==> config.mk <==
export PLATFORM = sky130hd
export DESIGN_NAME = display_scan_ctrl_flat
export DESIGN_NICKNAME = d
export VERILOG_FILES = /design/src/rtl/display_scan_ctrl_if.sv /design/src/rtl/display_scan_ctrl.sv /design/src/flat_wrapper.sv
export SDC_FILE = /design/constraint.sdc
export NUM_CORES = 1
export LEC_CHECK = 0
export BUFFER_PORTS_ARGS = -buffer_cell sky130_fd_sc_hd__buf_2
export CELL_PAD_IN_SITES_DETAIL_PLACEMENT = 0
export CELL_PAD_IN_SITES_GLOBAL_PLACEMENT = 1
export CORE_MARGIN = 2
export CORE_UTILIZATION = 45
export CTS_BUF_LIST = sky130_fd_sc_hd__clkbuf_8
export CTS_CLUSTER_DIAMETER = 30
export DETAILED_ROUTE_END_ITERATION = 10
export PLACE_DENSITY_LB_ADDON = 0.05
export SLEW_MARGIN = 20
export SYNTH_ARGS = -nofsm -noshare
export SYNTH_HDL_FRONTEND = slang
export SYNTH_SLANG_ARGS = --single-unit
==> constraint.sdc <==
create_clock -name clk -period 2.6 [get_ports clk]
set_input_delay 0.13 -clock clk [delete_from_list [all_inputs] [get_ports clk]]
set_output_delay 0.13 -clock clk [all_outputs]
set_load 0.05 [all_outputs]
==> src/rtl/display_scan_ctrl_if.sv <==
// display_scan_ctrl_if
//   Bundles the scan controller's control inputs and display outputs.
//   Clock and reset stay as plain ports on the controller.
//
// Signals
//   enable      1 = scan runs, 0 = display dark and scan parked
//   digits_in   4*nO bits of BCD/hex nibbles, digit k = digits_in[4k+3:4k]
//   sel         registered digit index driving the anode demux select
//   en          registered demux data input (1 = digit lit)
//   digit       registered nibble of the snapshot digit at sel
//   frame_done  one-cycle pulse on the last cycle of the final digit's slot
//
// Modports
//   master  drives enable/digits_in and observes the display outputs
//   slave   the scan controller itself

interface display_scan_ctrl_if #(
    parameter int nO = 4,
    parameter int nS = 2
);
    logic            enable;
    logic [4*nO-1:0] digits_in;
    logic [nS-1:0]   sel;
    logic            en;
    logic [3:0]      digit;
    logic            frame_done;

    modport master (
        output enable, digits_in,
        input  sel, en, digit, frame_done
    );

    modport slave (
        input  enable, digits_in,
        output sel, en, digit, frame_done
    );
endinterface

==> src/rtl/display_scan_ctrl.sv <==
// display_scan_ctrl
//   Time-multiplexing scan controller for an nO-digit seven-segment display.
//   Each digit owns a DIV-cycle slot whose first BLANK cycles are dark to
//   suppress ghosting. The display value is snapshotted when the scan starts
//   and at every frame wrap, so a frame never mixes old and new digits.
//
// Ports
//   clk    in  system clock, rising edge
//   rst_n  in  synchronous reset, active low
//   bus    display_scan_ctrl_if.slave (enable, digits_in in; sel, en, digit,
//          frame_done out; all outputs registered)
//
// Configuration
//   LEADING_ZERO_BLANK_EN  when defined, digit k>0 stays dark for its whole
//                          slot if snapshot digits k..nO-1 are all zero.
//                          Slot timing, sel and frame_done are unaffected.

module display_scan_ctrl #(
    parameter int nO    = 4,
    parameter int nS    = 2,
    parameter int DIV   = 50000,
    parameter int BLANK = 5000,
    parameter int CW    = 16
) (
    input  logic                 clk,
    input  logic                 rst_n,
    display_scan_ctrl_if.slave   bus
);

    typedef enum logic [1:0] {
        S_IDLE,
        S_BLANK,
        S_ON
    } state_t;

    localparam logic [CW-1:0] DIV_LAST   = CW'(DIV - 1);
    localparam logic [CW-1:0] BLANK_LAST = CW'((BLANK == 0) ? 0 : BLANK - 1);
    localparam logic [nS-1:0] SEL_LAST   = nS'(nO - 1);

    state_t                 state, state_nxt;
    logic [CW-1:0]          cnt, cnt_nxt;
    logic [nS-1:0]          sel_q, sel_nxt;
    logic                   en_q, en_nxt;
    logic [3:0]             digit_q, digit_nxt;
    logic                   done_q, done_nxt;
    logic [nO-1:0][3:0]     snapshot, snap_nxt;
    logic                   visible;
`ifdef LEADING_ZERO_BLANK_EN
    logic                   upper_nz;
`endif

    always_ff @(posedge clk) begin
        if (!rst_n) begin
            state    <= S_IDLE;
            cnt      <= '0;
            sel_q    <= '0;
            en_q     <= 1'b0;
            digit_q  <= 4'h0;
            done_q   <= 1'b0;
            snapshot <= '0;
        end else begin
            state    <= state_nxt;
            cnt      <= cnt_nxt;
            sel_q    <= sel_nxt;
            en_q     <= en_nxt;
            digit_q  <= digit_nxt;
            done_q   <= done_nxt;
            snapshot <= snap_nxt;
        end
    end

    // All outputs are derived from the next-state values, so en, sel and
    // digit always move together on one edge and the demux never lights
    // a digit with a stale index.
    always_comb begin
        state_nxt = state;
        cnt_nxt   = cnt;
        sel_nxt   = sel_q;
        snap_nxt  = snapshot;

        if (!bus.enable) begin
            state_nxt = S_IDLE;
            cnt_nxt   = '0;
            sel_nxt   = '0;
        end else begin
            case (state)
                S_IDLE: begin
                    snap_nxt  = bus.digits_in;
                    cnt_nxt   = '0;
                    sel_nxt   = '0;
                    state_nxt = (BLANK == 0) ? S_ON : S_BLANK;
                end
                S_BLANK: begin
                    cnt_nxt = cnt + CW'(1);
                    if (cnt == BLANK_LAST) begin
                        state_nxt = S_ON;
                    end
                end
                S_ON: begin
                    if (cnt == DIV_LAST) begin
                        cnt_nxt   = '0;
                        state_nxt = (BLANK == 0) ? S_ON : S_BLANK;
                        // Frame wrap: the only point where a new value is taken.
                        if (sel_q == SEL_LAST) begin
                            sel_nxt  = '0;
                            snap_nxt = bus.digits_in;
                        end else begin
                            sel_nxt = sel_q + nS'(1);
                        end
                    end else begin
                        cnt_nxt = cnt + CW'(1);
                    end
                end
                default: begin
                    state_nxt = S_IDLE;
                    cnt_nxt   = '0;
                    sel_nxt   = '0;
                end
            endcase
        end

`ifdef LEADING_ZERO_BLANK_EN
        // A digit is a leading zero when it and every more-significant digit
        // are zero; digit 0 is always shown.
        upper_nz = 1'b0;
        for (int k = 0; k < nO; k++) begin
            if (k >= int'(sel_nxt) && snap_nxt[k] != 4'h0) begin
                upper_nz = 1'b1;
            end
        end
        visible = (sel_nxt == '0) || upper_nz;
`else
        visible = 1'b1;
`endif

        en_nxt    = (state_nxt == S_ON) && visible;
        // Registered pulse that lands on the last cycle of the final slot.
        done_nxt  = (state_nxt != S_IDLE) && (cnt_nxt == DIV_LAST) && (sel_nxt == SEL_LAST);
        digit_nxt = snap_nxt[sel_nxt];
    end

    assign bus.sel        = sel_q;
    assign bus.en         = en_q;
    assign bus.digit      = digit_q;
    assign bus.frame_done = done_q;

endmodule
==> src/flat_wrapper.sv <==
// flat-port wrapper written by rule: the top's interface ports become plain ports
module display_scan_ctrl_flat 
#(
    parameter int nO    = 4,
    parameter int nS    = 2,
    parameter int DIV   = 50000,
    parameter int BLANK = 5000,
    parameter int CW    = 16
)
  (clk, rst_n, bus_enable, bus_digits_in, bus_sel, bus_en, bus_digit, bus_frame_done);
  display_scan_ctrl_if #(.nO(nO), .nS(nS)) bus_i ();
  input  logic clk;
  input  logic rst_n;
  input wire logic [$bits(bus_i.enable)-1:0] bus_enable;
  input wire logic [$bits(bus_i.digits_in)-1:0] bus_digits_in;
  output wire logic [$bits(bus_i.sel)-1:0] bus_sel;
  output wire logic [$bits(bus_i.en)-1:0] bus_en;
  output wire logic [$bits(bus_i.digit)-1:0] bus_digit;
  output wire logic [$bits(bus_i.frame_done)-1:0] bus_frame_done;
  assign bus_i.enable = bus_enable;
  assign bus_i.digits_in = bus_digits_in;
  assign bus_sel = bus_i.sel;
  assign bus_en = bus_i.en;
  assign bus_digit = bus_i.digit;
  assign bus_frame_done = bus_i.frame_done;
  display_scan_ctrl #(.nO(nO), .nS(nS), .DIV(DIV), .BLANK(BLANK), .CW(CW)) u_core (.clk(clk), .rst_n(rst_n), .bus(bus_i));
endmodule
==> results_dict.tcl, run 1 <==
set metrics [dict create \
    worst_pin_slew_ns 0.421 \
    min-delay-path-class "in -> reg" \
    die_h_um 73.5 \
    whs_ns 0.0948 \
    fin_total_pwr_w 0.00119 \
    vdd_drop_max_mv 0.254 \
    async_reset_ff_share_pct 0 \
    final_cell_mix "dfxtp_1, nor2_1, buf_2, and2_1, a22o_1" \
    clock_sinks 42 \
    io_pins 27 \
    first_iter_violations 127 \
    final_cells 322 \
    portBuffers 26 \
    post_cts_buffers 0 \
    ys_seq_elements 42 \
    vias 1789 \
    crit_type "reg -> reg" \
    dpl.hpwl_um 3600 \
    root_buffer "clkbuf_8" \
    synth_area_mm2 0.00217 \
    wirelength_um 4870 \
    fin_crit_sh_pct 91.4 \
    groute.usage.overall_pct 19.4 \
    grt-ovfl-total 0 \
    endpoint "u_core.bus.digit[1]$_SDFF_PN0_" \
    r2r_end "u_core.bus.digit[1]$_SDFF_PN0_" \
    power_leakage_nw 0.972 \
    netlist_instances 240 \
    wire_per_inst_um 15.1 \
    fmax_mhz 421 \
    worst_ep_arrival_time_ns 2.56 \
    initial_core_util_pct 46.3 \
    antenna_found_initial 0 \
    first_global_vias 1647 \
    drive_gt1_share_pct 20.9 \
    synth_fp_nets 265 \
    relSlewSlack_pct 71.9 \
    crit_start "u_core.cnt[0]$_SDFF_PN0_" \
    rsz0062_at_grt "false" \
    post-route-min-period_ns 2.38 \
    setup_viol 0 \
    critical_path_required_ns 2.78 \
    htreeDepth 2 \
    final_nets 292 \
    cts.clk_slew.worst_paths_ns 0.08 \
    skew_ns 0.00591 \
    synth.distinct_cells 52 \
    ys_dominant_reg_cell "dfxtp_1" \
    ys_seq_area_share_pct 38.7 \
    grt_max_degree 18 \
    crit_fanout 5 \
    grt_pass1_wl_um 7990 \
    status "complete, no violations" \
    cts_resized 0 \
    tns_ns 0 \
    hold_buffers 0 \
    drv_cap 0 \
    place_congestion 0.836 \
    firstDrtPassIters 4 \
    yosysWarnings 0 \
    design.die.area_mm2 0.00540 \
    drc 0 \
    antenna_cells 0 \
    cts_tree "built" \
    r2r_cells 7 \
    end_kind "flop" \
    coreArea_mm2 0.00469 \
    powerDensity_mw_per_mm2 481 \
    drt-vias-per-instance 5.56 \
    synth-edff-count 0 \
    final_common_cell "dfxtp_1" \
    reg2reg_slack_ns 0.22 \
    ant_nets 0 \
    area_growth_pct 14.5 \
    clockBufferDepth 2 \
    slew_viol_final 0 \
    clk_latency_ns 0.30 \
    timing.final.hold_violations 0 \
    dp.cells 314 \
    avgSynthCellArea_um2 9.05 \
    worstSetupStartpointType "flop" \
    num_rows 25 \
    r2r_start "u_core.cnt[0]$_SDFF_PN0_" \
    numCtsBuffers 5 \
    dieWidth_um 73.5 \
]
## cell usage after synthesis, types with 2 or more instances
cell | instances | share of area (%)
dfxtp_1 | 42 | 39
nor3_1 | 4 | 0.92
nor4b_1 | 3 | 1.2
mux2i_1 | 2 | 0.92
nand4_1 | 3 | 0.86
nor3b_1 | 3 | 1.0
a21oi_1 | 6 | 1.4
xnor2_1 | 7 | 2.8
inv_1 | 7 | 1.2
nand3_1 | 7 | 1.6
o22ai_1 | 2 | 0.58
a22oi_1 | 4 | 1.4
nand3b_1 | 2 | 0.69
clkbuf_1 | 9 | 1.6
o21ai_0 | 4 | 0.92
and3_1 | 5 | 1.4
a32o_1 | 2 | 0.92
nand2_1 | 7 | 1.2
and2_1 | 16 | 4.6
ha_1 | 6 | 3.5
nor2b_1 | 2 | 0.58
and4_1 | 3 | 1.2
xor2_1 | 9 | 3.6
a211oi_1 | 3 | 1.0
nor2_1 | 33 | 5.7
or3_1 | 3 | 0.86
or2_2 | 3 | 0.86
a21o_1 | 2 | 0.69
nand2b_1 | 3 | 0.86
a22o_1 | 12 | 4.8
a41oi_1 | 3 | 1.2
buf_2 | 3 | 0.69
## critical path: stages, from the launching register on
cell and delay (ns):
dfxtp_1 0.40, ha_2 0.24, nor4b_4 0.26, a41oi_1 0.17, a221oi_2 0.36, or3b_2 0.54, o22ai_1 0.20, a211oi_1 0.08
## cell type report
cell class,instances,area (µm²)
Timing Repair Buffer,33,183
Clock inverter,3,17.5
Multi-Input combinational cell,177,1280
Tap cell,54,67.6
Inverter,8,30.0
Fill cell,464,2210
Clock buffer,5,68.8
Sequential cell,42,841
## per-stage QoR
stage | instance area, µm² | util (%) | worst slack (ns)
final | 2480 | 53.0 | 0.223
after floorplan | 2170 | - | 0.297
after global placement | 2360 | 50.4 | 0.164
after CTS | 2450 | 52.2 | 0.0719
after global routing | 2480 | 53.0 | 0.0424
after detailed placement | 2360 | 50.4 | 0.0998
## routing by layer
layer	GRT usage, %	wire [µm]
met4	7.47	71
met3	3.84	185
met1	30.2	2630
met5	0	0
met2	25.9	1980
## kinds of logic (layout without fill, tap and decap cells)
| family | Yosys count | in the layout | share of synthesized area, % |
|---|---|---|---|
| DFF | 42 | 42 | 38.7 |
| xor gates and xnor gates | 16 | 16 | 6.46 |
| AOI/OAI and AO/OA | 46 | 46 | 17.1 |
| and+or+nand+nor | 107 | 107 | 29.4 |
| adders and majority gates | 6 | 6 | 3.46 |
| buffers and inverters | 21 | 49 | 3.98 |
| muxes | 2 | 2 | 0.922 |
## power breakdown
part / total [W] / internal [W] / leakage [nW] / switching, W
registers: 0.000668 / 0.000662 / 0.342 / 0.00000634
logic: 0.000110 / 0.0000473 / 0.581 / 0.0000627
clock network: 0.000416 / 0.000186 / 0.0493 / 0.000230
total: 0.00119 / 0.000895 / 0.972 / 0.000299
## sequential cells by signal, summed over array words and instances (netlist names)
name	count
u_core.cnt	16
u_core.snapshot	16
u_core.bus.digit	4
u_core.bus.sel	2
u_core.state	2
u_core.bus.en	1
u_core.bus.frame_done	1
## worst min-delay path by stage
| stage | startpoint | to | slack (ns) | cells past startpoint |
|---|---|---|---|---|
| final | bus_digits_in[12] | u_core.snapshot[12]$_SDFF_PN0_ | 0.09 | 3 |
| after floorplan | rst_n | u_core.snapshot[2]$_SDFF_PN0_ | 0.25 | 1 |
| after global routing | bus_digits_in[12] | u_core.snapshot[12]$_SDFF_PN0_ | 0.11 | 3 |
| after detailed placement | bus_digits_in[12] | u_core.snapshot[12]$_SDFF_PN0_ | 0.40 | 3 |
| after CTS | bus_digits_in[12] | u_core.snapshot[12]$_SDFF_PN0_ | 0.09 | 3 |
| after global placement | bus_digits_in[5] | u_core.snapshot[5]$_SDFF_PN0_ | 0.40 | 3 |
(Power assumes the default switching activity.)
==> run 2, diff against run 1 <==
--- a/config.mk
+++ b/config.mk
@@ -5,11 +5,12 @@
 export SDC_FILE = /design/constraint.sdc
 export NUM_CORES = 1
 export LEC_CHECK = 0
+export ABC_AREA = 1
 export BUFFER_PORTS_ARGS = -buffer_cell sky130_fd_sc_hd__buf_2
 export CELL_PAD_IN_SITES_DETAIL_PLACEMENT = 0
 export CELL_PAD_IN_SITES_GLOBAL_PLACEMENT = 1
 export CORE_MARGIN = 2
-export CORE_UTILIZATION = 45
+export CORE_UTILIZATION = 43
 export CTS_BUF_LIST = sky130_fd_sc_hd__clkbuf_8
 export CTS_CLUSTER_DIAMETER = 30
 export DETAILED_ROUTE_END_ITERATION = 10
==> run 2 against run 1 <==
  * Combinational power rose by 23%
  * Critical path depth rose by 8
  * Clock power rose by 27%
  * Final cell count rose by 53%
  * Sequential power rose by 0.6%
  * Highest routed layer unchanged
  * Via count rose by 32%
  * First-iteration DRC count rose by 15%
  * Clock-buffer cell count did not move
  * Non-clock buffer count fell by 3
==> results_dict.tcl, run 2 <==
set metrics [dict create \
    synth.most_common_cell "nand2_1" \
    gr-usage-met2_pct 32.3 \
    synth_xor_area_share_pct 1.73 \
    fmax_mhz 500 \
    async_reset_ff_share_pct 0 \
    clockBufferDepth 2 \
    place_congestion 0.838 \
    powerDensity_mw_per_mm2 471 \
    worst_ep_arrival_time_ns 2.23 \
    portBuffers 26 \
    final_area_mm2 0.00284 \
    synth_top_area_cell "dfxtp_1" \
    area_growth_pct 12.3 \
    dp.cells 484 \
    final_common_cell "nand2_1" \
    first_iter_violations 146 \
    groute.usage.overall_pct 20.6 \
    timing.final.hold_violations 0 \
    drt-vias-per-instance 4.81 \
    grt-ovfl-total 0 \
    ys_seq_elements 42 \
    r2r_end "u_core.bus.digit[2]$_SDFF_PN0_" \
    crit_type "reg -> reg" \
    reg2reg_slack_ns 0.60 \
    fillers 601 \
    power_leakage_nw 1.35 \
    synth_fp_nets 417 \
    htreeDepth 2 \
    worstHoldEndpoint "u_core.snapshot[15]$_SDFF_PN0_" \
    grt_max_degree 29 \
    cts_resized 0 \
    place_ws_ns 0.617 \
    worst_pin_slew_ns 0.523 \
    hold_buffers 0 \
    final_nets 444 \
    antenna_cells 0 \
    r2r_cells 15 \
    critical_path_required_ns 2.83 \
    setup_viol 0 \
    wirelength_um 6110 \
    rsz0062_at_grt "false" \
    slew_viol_final 0 \
    ys_dominant_reg_cell "dfxtp_1" \
    cts.clk_slew.worst_paths_ns 0.09 \
    vdd_drop_max_mv 0.254 \
    coreArea_mm2 0.00557 \
    final_cells 492 \
    post_cts_buffers 0 \
    root_buffer "clkbuf_8" \
    final_cell_mix "nand2_1, nor2_1, dfxtp_1, nand3_1, inv_1" \
    ant_nets 0 \
    synthDominantCellAreaShare_pct 33.3 \
    first_global_vias 2270 \
    worstHoldStart "bus_digits_in[15]" \
    avgSynthCellArea_um2 6.44 \
    antenna_found_initial 0 \
    design.die.area_mm2 0.00650 \
    post-route-min-period_ns 2.00 \
    setup_slack_ns 0.602 \
    synth_area_mm2 0.00253 \
    drive_gt1_share_pct 18.1 \
    skew_ns 0.00735 \
    synth_area_leaders "dfxtp_1, nand2_1, nand3_1" \
    dpl.hpwl_um 4480 \
    status "complete, no violations" \
    firstDrtPassIters 4 \
    vias 2365 \
    worstSetupStartpointType "flop" \
    wire_per_inst_um 12.4 \
    die_h_um 80.6 \
    drv_cap 0 \
    placed_cell_area_mm2 0.00272 \
    drc 0 \
    r2r_start "u_core.cnt[0]$_SDFF_PN0_" \
    min-delay-path-class "in -> reg" \
    clk_latency_ns 0.29 \
    yosysWarnings 0 \
    use_met3_pct 4.04 \
    synth_compound_area_share_pct 7.83 \
    end_kind "flop" \
    synthAdderAreaFrac_pct 2.97 \
    muxShareOfSynthArea_pct 0.792 \
    use_met1_pct 28.7 \
    netlist_instances 392 \
    io_pins 27 \
    numCtsBuffers 5 \
    fin_crit_sh_pct 76.9 \
    grt_pass1_wl_um 10300 \
    synth.distinct_cells 35 \
    synth_common_cells "nand2_1, nor2_1, dfxtp_1, nand3_1, inv_1" \
    cts_tree "built" \
    dieWidth_um 80.6 \
    synth-simple-area-share_pct 45.2 \
    initial_core_util_pct 45.3 \
    holdPathStages 5 \
    relSlewSlack_pct 65.1 \
    synth_top_family_by_area "simple AND/OR/NAND/NOR gates" \
    num_rows 27 \
    tns_ns 0 \
    fin_total_pwr_w 0.00133 \
    crit_fanout 6 \
    synth-edff-count 0 \
    grt_busiest_layer "met2" \
    clock_sinks 42 \
    ys_seq_area_share_pct 33.3 \
]
## run 2: cell types whose count changed after synthesis, moves of 6 or more
cell | before | now
nor2_1 | 33 | 43
nand3_1 | 7 | 34
xor2_1 | 9 | 3
inv_1 | 7 | 32
a21oi_1 | 6 | 17
nand2_2 | 0 | 9
inv_2 | 0 | 7
a22o_1 | 12 | 0
and2_1 | 16 | 1
nand2_1 | 7 | 139
## run 2: how the worst max path moves through the flow
stage / end / start / depth (start not counted) / slack [ns]
global route: u_core.bus.digit[2]$_SDFF_PN0_ / u_core.cnt[0]$_SDFF_PN0_ / 15 / 0.32
detailed placement: u_core.bus.digit[2]$_SDFF_PN0_ / u_core.cnt[0]$_SDFF_PN0_ / 15 / 0.62
global placement: u_core.bus.digit[1]$_SDFF_PN0_ / u_core.cnt[0]$_SDFF_PN0_ / 13 / 0.67
finish: u_core.bus.digit[2]$_SDFF_PN0_ / u_core.cnt[0]$_SDFF_PN0_ / 15 / 0.60
floorplan: u_core.bus.digit[1]$_SDFF_PN0_ / u_core.bus.sel[0]$_SDFF_PN0_ / 11 / 0.64
CTS: u_core.bus.digit[0]$_SDFF_PN0_ / u_core.cnt[0]$_SDFF_PN0_ / 15 / 0.58
## run 2: area by class of cell
type	count	area [µm²]	area share (%)
multi-input combinational	300	1480	52.1
sequential	42	841	29.6
timing repair buffer	30	160	5.65
inverter	40	153	5.38
tap	72	90.1	3.18
clock buffer	5	68.8	2.43
clock inverter	3	45.0	1.59
## run 2: power by group
part           leakage, nW  total [W]  switching (W)  internal [W]
logic                0.954   0.000135      0.0000881     0.0000464
registers            0.342   0.000672      0.0000104      0.000662
clock network       0.0504   0.000528       0.000242      0.000286
total                 1.35    0.00133       0.000341      0.000994
## run 2: worst max-delay path, cell delays in order, from the launching register on
cell     delay, ns
dfxtp_1       0.40
ha_1          0.20
nand2_2       0.10
inv_2         0.07
nand2_2       0.07
nor2_1        0.11
nand2_1       0.14
inv_1         0.20
nand2_1       0.08
nand2_1       0.06
nand2_1       0.04
nand2_1       0.05
nand2_1       0.08
nand3_1       0.11
nand3_1       0.09
a21oi_2       0.14
## run 2: cells by family (layout without fill, tap and decap cells)
group,after synthesis,after routing
compound gates,36,36
xor+xnor,5,5
fa+ha+maj,6,6
buf+inv,50,78
flops,42,42
mux,2,2
simple gates,251,251
## run 2: per-layer routing
layer | wire length (µm) | vias to the layer above
met2 | 2700 | 47
met3 | 247 | 4
met5 | 0 | -
met4 | 43 | 0
li1 | - | 1283
met1 | 3120 | 1031
## run 2: per-stage QoR
stage | hold slack (ns) | utilization, %
after floorplan | 0.319 | -
final | 0.208 | 50.9
after global routing | 0.238 | 50.9
after global placement | 0.454 | 48.8
after detailed placement | 0.467 | 48.8
after CTS | 0.194 | 50.9
==> run 3, diff against run 2 <==
--- a/config.mk
+++ b/config.mk
@@ -10,7 +10,7 @@
 export CELL_PAD_IN_SITES_DETAIL_PLACEMENT = 0
 export CELL_PAD_IN_SITES_GLOBAL_PLACEMENT = 1
 export CORE_MARGIN = 2
-export CORE_UTILIZATION = 43
+export CORE_UTILIZATION = 39
 export CTS_BUF_LIST = sky130_fd_sc_hd__clkbuf_8
 export CTS_CLUSTER_DIAMETER = 30
 export DETAILED_ROUTE_END_ITERATION = 10
==> constraint.sdc (replaced) <==
create_clock -name clk -period 1.8 [get_ports clk]
set_input_delay 0.09 -clock clk [delete_from_list [all_inputs] [get_ports clk]]
set_output_delay 0.09 -clock clk [all_outputs]
set_load 0.05 [all_outputs]
==> run 3 against run 2 <==
  * Clock power rose by 43%
  * Clock skew increased by 0.0022 ns
  * Clock-buffer cell count is the same
  * Cell area is 13% higher
  * Setup slack got worse by 0.58 ns
  * Die area rose by 9.7%
  * Sequential share of layout area fell by 3.2 points
  * First-iteration DRC count shrank 36%
  * Final cell count rose by 6.9%
  * Register-to-register slack got worse by 0.58 ns
  * Maximum frequency increased by 13%
  * Global-route usage shrank 1.3 points
  * Largest cell class unchanged
  * Highest routed layer unchanged
==> results_dict.tcl, run 3 (synthesis results as in run 2) <==
set metrics [dict create \
    final_cell_mix "nand2_1, nor2_1, dfxtp_1, nand3_1, buf_4" \
    fmax_mhz 563 \
    regArea_um2 848 \
    groute.usage.overall_pct 19.3 \
    final_common_cell "nand2_1" \
    power_leakage_nw 1.56 \
    timing.final.hold_violations 0 \
    antenna_cells 0 \
    fin_total_pwr_w 0.00194 \
    num_rows 29 \
    place_ws_ns -0.0507 \
    first_iter_violations 94 \
    final_nets 473 \
    tns_ns 0 \
    vdd_drop_max_mv 0.325 \
    die_h_um 84.5 \
    dieWidth_um 84.5 \
    fillers 657 \
    end_kind "flop" \
    critical_path_required_ns 2.05 \
    drt-vias-per-instance 4.79 \
    clock_sinks 42 \
    numCtsBuffers 5 \
    initial_core_util_pct 40.0 \
    design.die.area_mm2 0.00714 \
    portBuffers 26 \
    wirelength_um 6640 \
    first_global_vias 2373 \
    worstSetupStartpointType "flop" \
    place_congestion 0.798 \
    slew_viol_final 0 \
    coreArea_mm2 0.00631 \
    cts.clk_slew.worst_paths_ns 0.09 \
    io_pins 27 \
    post-route-min-period_ns 1.78 \
    vias 2518 \
    clk_latency_ns 0.30 \
    drv_cap 0 \
    dpl.hpwl_um 4680 \
    placed_cell_area_mm2 0.00291 \
    worst_ep_arrival_time_ns 2.02 \
    clockBufferDepth 2 \
    drc 0 \
    wire_per_inst_um 12.6 \
    rsz0062_at_grt "true" \
    setup_slack_ns 0.0244 \
    firstDrtPassIters 4 \
    cts_tree "built" \
    htreeDepth 2 \
    holdPathStages 5 \
    relSlewSlack_pct 78.2 \
    crit_type "reg -> reg" \
    fin_util_pct 50.8 \
    worst_pin_slew_ns 0.327 \
    min-delay-path-class "in -> reg" \
    grt_pass1_wl_um 11200 \
    status "complete, no violations" \
    antenna_found_initial 0 \
    multiInputGateArea_mm2 0.00162 \
    ant_nets 0 \
    r2r_cells 13 \
    crit_fanout 3 \
    fin_crit_sh_pct 98.6 \
    powerDensity_mw_per_mm2 603 \
    drive_gt1_share_pct 29.6 \
    area_growth_pct 27.0 \
    setup_viol 0 \
    grt-ovfl-total 0 \
    skew_ns 0.00958 \
    grt_max_degree 18 \
    final_area_mm2 0.00321 \
    root_buffer "clkbuf_8" \
]
## run 3: cell count changes in the layout (fill, tap and decap cells not counted), moves of 3 or more
cell / change
nor2_4: +4
inv_1: -4
nand3_2: +3
nand2_1: -3
buf_4: +25
dfxtp_1: -6
nand3_1: -3
buf_6: +3
inv_2: +3
nor2_1: -6
o21ai_0: -3
nand2_4: +3
dfxtp_2: +6
## run 3: area by class of cell
type,count,area share (%)
clock inverters,3,1.25
clock buffers,5,2.14
repair buffers,58,11.9
flip-flops and latches,42,26.4
well taps,77,3.00
inverters,40,4.91
multi-input cells,301,50.4
## run 3: routing by layer
layer,part of all wire (%),track usage (%)
met5,0,0
met3,2.7,3.24
met1,52,28.4
met4,1.1,5.63
met2,44,28.9
## run 3: final timing paths
| kind | start | to | slack [ns] |
|---|---|---|---|
| max | u_core.cnt[1]$_SDFF_PN0_ | u_core.bus.frame_done$_SDFF_PN0_ | 0.02 |
| min | bus_digits_in[1] | u_core.snapshot[1]$_SDFF_PN0_ | 0.14 |
| max reg2reg | u_core.cnt[1]$_SDFF_PN0_ | u_core.bus.frame_done$_SDFF_PN0_ | 0.02 |
| min reg2reg | u_core.snapshot[9]$_SDFF_PN0_ | u_core.snapshot[9]$_SDFF_PN0_ | 0.50 |
## run 3: per-stage QoR
stage | hold WS [ns] | cells
floorplan | 0.279 | 392
global placement | 0.453 | 513
detailed placement | 0.461 | 513
CTS | 0.145 | 523
global route | 0.157 | 526
finish | 0.139 | 526
## run 3: critical path, stage by stage (launching register included)
cell     delay [ns]
dfxtp_2        0.36
ha_4           0.15
nand2_4        0.05
buf_6          0.13
nor2_4         0.09
nand2_2        0.09
nor2_4         0.10
nand2_4        0.09
nor3_4         0.16
buf_4          0.14
a21oi_1        0.05
o21ai_1        0.11
nand4_1        0.11
nor2_1         0.08
## run 3: what timing repair did
item / 4_1_cts / 5_1_grt
pin swaps: 12 / 20
setup buffers: 2 / 2
resized for setup: 13 / 32
setup endpoints to repair: 5 / 10
cloned: 0 / 1
hold buffers: 0 / 0
## run 3: where the power goes
part | total, W | switching [W] | internal (W) | leakage [nW]
registers | 0.000969 | 0.0000137 | 0.000956 | 0.345
logic | 0.000211 | 0.000132 | 0.0000793 | 1.15
clock network | 0.000755 | 0.000346 | 0.000409 | 0.0579
